==> src/rtl/ex_issue_ctrl.sv <==
// Execute-stage issue controller: holds one op, sequences mul/div latency, result handshake to MEM.
// Optional stall performance counter enabled by defining EX_PERF_CNT_EN.
module ex_issue_ctrl #(
  parameter int MulLatency = 3,
  parameter int DivLatency = 8
) (
  input  logic        clk,
  input  logic        rstn,
  input  logic        id_valid,
  output logic        id_ready,
  input  logic [7:0]  alu_mode_in,
  input  logic [4:0]  rdn_in,
  input  logic        flush,
  input  logic        ex_ready,
  output logic        ex_valid,
  output logic [7:0]  alu_mode,
  output logic [4:0]  rdn,
  output logic        busy,
  output logic        stall,
  output logic        pend_valid,
  output logic [4:0]  pend_rdn,
  output logic [31:0] stall_cycles
);
  typedef enum logic [1:0] {IDLE, EXEC, DONE} state_t;

  // Counter runs latency-1 EXEC cycles: load latency-2, leave when it reads zero.
  localparam logic [3:0] MulLoad = 4'(MulLatency - 2);
  localparam logic [3:0] DivLoad = 4'(DivLatency - 2);

  state_t     state;
  logic [3:0] cnt;
  logic       accept;

  assign id_ready = ~flush & ((state == IDLE) | ((state == DONE) & ex_ready));
  assign accept   = id_valid & id_ready;
  assign stall    = id_valid & ~id_ready;
  assign pend_rdn = rdn;

  always_ff @(posedge clk or negedge rstn) begin
    if (!rstn) begin
      state      <= IDLE;
      cnt        <= '0;
      alu_mode   <= '0;
      rdn        <= '0;
      ex_valid   <= 1'b0;
      busy       <= 1'b0;
      pend_valid <= 1'b0;
    end else if (flush) begin
      // Flush drops any held result; alu_mode/rdn intentionally keep their values.
      state      <= IDLE;
      cnt        <= '0;
      ex_valid   <= 1'b0;
      busy       <= 1'b0;
      pend_valid <= 1'b0;
    end else if (accept) begin
      alu_mode   <= alu_mode_in;
      rdn        <= rdn_in;
      pend_valid <= 1'b1;
      if (!alu_mode_in[7]) begin
        state    <= DONE;
        cnt      <= '0;
        ex_valid <= 1'b1;
        busy     <= 1'b0;
      end else begin
        state    <= EXEC;
        cnt      <= alu_mode_in[6] ? DivLoad : MulLoad;
        ex_valid <= 1'b0;
        busy     <= 1'b1;
      end
    end else begin
      case (state)
        EXEC: begin
          if (cnt == 4'd0) begin
            state    <= DONE;
            ex_valid <= 1'b1;
            busy     <= 1'b0;
          end else begin
            cnt <= cnt - 4'd1;
          end
        end
        DONE: begin
          if (ex_ready) begin
            state      <= IDLE;
            ex_valid   <= 1'b0;
            pend_valid <= 1'b0;
          end
        end
        default: ;
      endcase
    end
  end

`ifdef EX_PERF_CNT_EN
  always_ff @(posedge clk or negedge rstn) begin
    if (!rstn)
      stall_cycles <= '0;
    else if (stall & ~flush)
      stall_cycles <= stall_cycles + 32'd1;
  end
`else
  assign stall_cycles = '0;
`endif

endmodule

==> config.mk <==
export PLATFORM = sky130hd
export DESIGN_NAME = ex_issue_ctrl
export DESIGN_NICKNAME = d
export VERILOG_FILES = /design/src/rtl/ex_issue_ctrl.sv
export SDC_FILE = /design/constraint.sdc
export NUM_CORES = 1
export LEC_CHECK = 0
export ABC_AREA = 1
export BUFFER_PORTS_ARGS = -buffer_cell sky130_fd_sc_hd__buf_4
export CORE_AREA = 8 8 75 64
export DETAILED_ROUTE_END_ITERATION = 12
export DIE_AREA = 0 0 83 72
export PLACE_DENSITY = 0.69
export SLEW_MARGIN = 15
export SYNTH_ARGS = -nofsm -noshare
export SYNTH_HDL_FRONTEND = slang
export SYNTH_SLANG_ARGS = --single-unit
==> constraint.sdc <==
create_clock -name clk -period 1.2 [get_ports clk]
set_input_delay 0.12 -clock clk [delete_from_list [all_inputs] [get_ports clk]]
set_output_delay 0.12 -clock clk [all_outputs]
set_load 0.01 [all_outputs]
==> results by group <==
Clock tree
  – Clock latency on the worst-skew pair: ~0.25 ns
  – CTS Buf Count: 3
  – Clock-pin slew on the worst setup and hold paths: 0.07 ns
  – CTS tree: yes
  – Buffer depth of the longest clock path: 2
  – H-Tree Level Count: 1
  – CTS sink count: 21
  – Clock root cell: clkbuf_8

Min path
  – Worst min-delay path class: input port to flip-flop

STA
  – Final hold vios: 0
  – Max Slew Vio Count: 0
  – Final worst path period need: approximately 1.5 ns
  – Final Setup Violations: 24
  – Fin Clk Skew: slightly above 0.001 ns
  – Part of the cycle the worst path needs: 1.252
  – Max Fclk: around 0.67 GHz
  – RSZ-0062 raised after global routing: yes
  – Setup WS post-layout: -0.3018 ns

Final layout
  – Final nets: between 200 and 300
  – Share of cells above drive strength 1: 0.3761
  – Inserted Diodes: 0
  – Final instance count without filler cells: between 200 and 300
  – Fillers: approximately 370
  – Layout area overhead: 36.30%
  – Commonest non-fill, non-tap cell in the layout: nand2_1
  – Most frequent cells in the layout: nand2_1 (62), buf_4 (55), conb_1 (32)

Logic synthesis
  – Syn avg cell area: slightly below 8 µm²
  – Post-synthesis sequential area ratio: 0.3850
  – XOR/XNOR share of the synthesized area: 0
  – Cell variety after synth: 20
  – Main combinational cell family by area after synthesis: buffers and inverters
  – Simple-gate share of the synthesized area: 0.2585
  – Synth warn: 0
  – Cells after synthesis: 175
  – Post-Syn Area: between 0.001 and 0.0015 mm²
  – Mux contribution to synthesized area: 0
  – Synth Area in Compound Gates: 0.03575
  – Adder-Cell Fraction of Synth Area: 0.04583
  – Yosys reg bits: 21

Outcome
  – Failing checks: negative setup slack
  – Run status: complete, but fails checks

Placed design
  – GP Congestion: between 0.8 and 0.9
  – Placed Cells: approximately 260
  – I/O Buffers: 40
  – HPWL after detailed placement: about 2.5 mm

Critical path
  – Startpoint types: flip-flop
  – Crit Path Category: flip-flop to primary output
  – WP data arrival: about 1.4 ns
  – Worst setup EP type: primary output
  – Crit path max fanout: 3
  – CP required: ~1.1 ns

Global route
  – First-pass GRT wire length: approximately 5.2 mm
  – Gr ovfl total: 0
  – Overall routing resource usage: 0.1054
  – Vias in the first global route: around 1100
  – Initial antenna violation count: 0
  – Pin count of the biggest net entering global routing: 22

Power and ir drop
  – Total Power: between 0.003 and 0.004 W
  – Maximum vdd drop: between 0.0007 and 0.0008 V
  – Pwr dens: around 1900 mW/mm²
  – Leakage: about 1.1 nW

Drt
  – Routed len/inst: 11.62 µm
  – Vias: 1129
  – DRT Pass-1 Iters: 4
  – 1st-iter DRT viols: 22
  – DR vias/cell: 4.061
  – Number of remaining DRC errors: 0
  – ANT nets after route: 0
  – Routed wire length: between 3 and 4 mm

Die
  – Die Area: approximately 0.006 mm²
  – Row cnt: 20
  – Die extent in x: between 80 and 90 µm
  – IO Pins: 73
  – Core ar.: 0.003628 mm²
  – Initial Util: 0.3762
  – Die H: slightly above 70 µm

Job
  – Max-cap viol count: 0
routing by layer:
layer / global-route usage / routed length (µm) / part of all wire
met2: 0.1776 / 1605 / 0.50
met4: 0.03502 / 40 / 0.012
met3: 0.04474 / 204 / 0.063
met5: 0 / 0 / 0
met1: 0.1178 / 1379 / 0.43
stage by stage:
| stage | utilization | hold slack (ns) | cell area (µm²) | TNS, ns | setup WS (ns) |
|---|---|---|---|---|---|
| after global placement | 0.4524 | 0.02234 | 1642 | -3.519 | -0.1842 |
| after global routing | 0.5128 | 0.04866 | 1861 | -7.576 | -0.3695 |
| final | 0.5128 | 0.05230 | 1861 | -5.653 | -0.3018 |
| after detailed placement | 0.4524 | 0.02319 | 1642 | -4.700 | -0.2533 |
| after floorplan | - | -0.1756 | 1484 | -2.050 | -0.1349 |
| after CTS | 0.4917 | 0.04492 | 1784 | -6.713 | -0.3356 |
kinds of logic (layout without fill, tap and decap cells):
group           after synthesis  after routing
flops                        21             21
other cells                   1             32
fa+ha+maj                     5              5
compound gates                6              6
buf+inv                      57             85
simple gates                 85             85
synthesized netlist by cell type (all sizes together):
cell	n	area, µm²
a21boi	1	7.510
nand2	68	265.3
conb	1	3.750
nand4	2	12.51
nand3	9	50.05
ha	5	62.56
a31oi	1	6.260
and2	1	6.260
a21oi	2	25.03
dfrtp	21	525.5
nor2	5	18.77
buf	40	307.8
o21ai	2	10.01
inv	17	63.81
power breakdown:
part / internal (W) / leakage [nW] / switching [W]
logic: 0.00102 / 0.791 / 0.000922
clock network: 0.000236 / 0.0228 / 0.000221
registers: 0.000963 / 0.266 / 0.000180
final timing paths:
check | startpoint | end | slack, ns | cells past startpoint
min in group asynchronous | rstn | cnt[3] | 0.28 | 2
max in group asynchronous | rstn | state[1] | 0.69 | 2
worst max-delay path | state[0] | stall | -0.30 | 9
worst min-delay path | alu_mode_in[4] | alu_mode[4] | 0.05 | 3
worst max register to register | state[1] | state[1] | -0.28 | 8
worst min register to register | alu_mode[1] | alu_mode[1] | 0.48 | 2
what timing repair did:
item | 4_1_cts | 5_1_grt
resized for setup | 14 | 13
hold buffers | 1 | 0
pin swaps | 6 | 4
hold endpoints to repair | 21 | 0
endpoints found under the setup margin | 23 | 24
buffers inserted | 6 | 4
final cells by class:
cell class | instances | area [µm²] | share of cell area
clock buffers | 4 | 45.04 | 0.02421
inverters | 17 | 66.31 | 0.03564
multi-input cells | 128 | 645.6 | 0.3470
flip-flops and latches | 21 | 526.8 | 0.2831
well taps | 44 | 55.05 | 0.02959
repair buffers | 64 | 521.8 | 0.2804
worst max-delay path, cell delays in order (launching register included):
cell	delay, ns
dfrtp_1	0.40
inv_2	0.11
ha_4	0.15
nand2_4	0.05
nand2_4	0.07
buf_6	0.09
nand2_2	0.04
inv_2	0.06
nor2_2	0.04
buf_6	0.11
state kept, by name, summed over array words and instances (netlist names):
| name | flops |
|---|---|
| pend_valid | 1 |
| alu_mode | 8 |
| state | 2 |
| busy | 1 |
| pend_rdn | 5 |
| cnt | 4 |
Note: power is estimated with default switching activity, not from simulation.
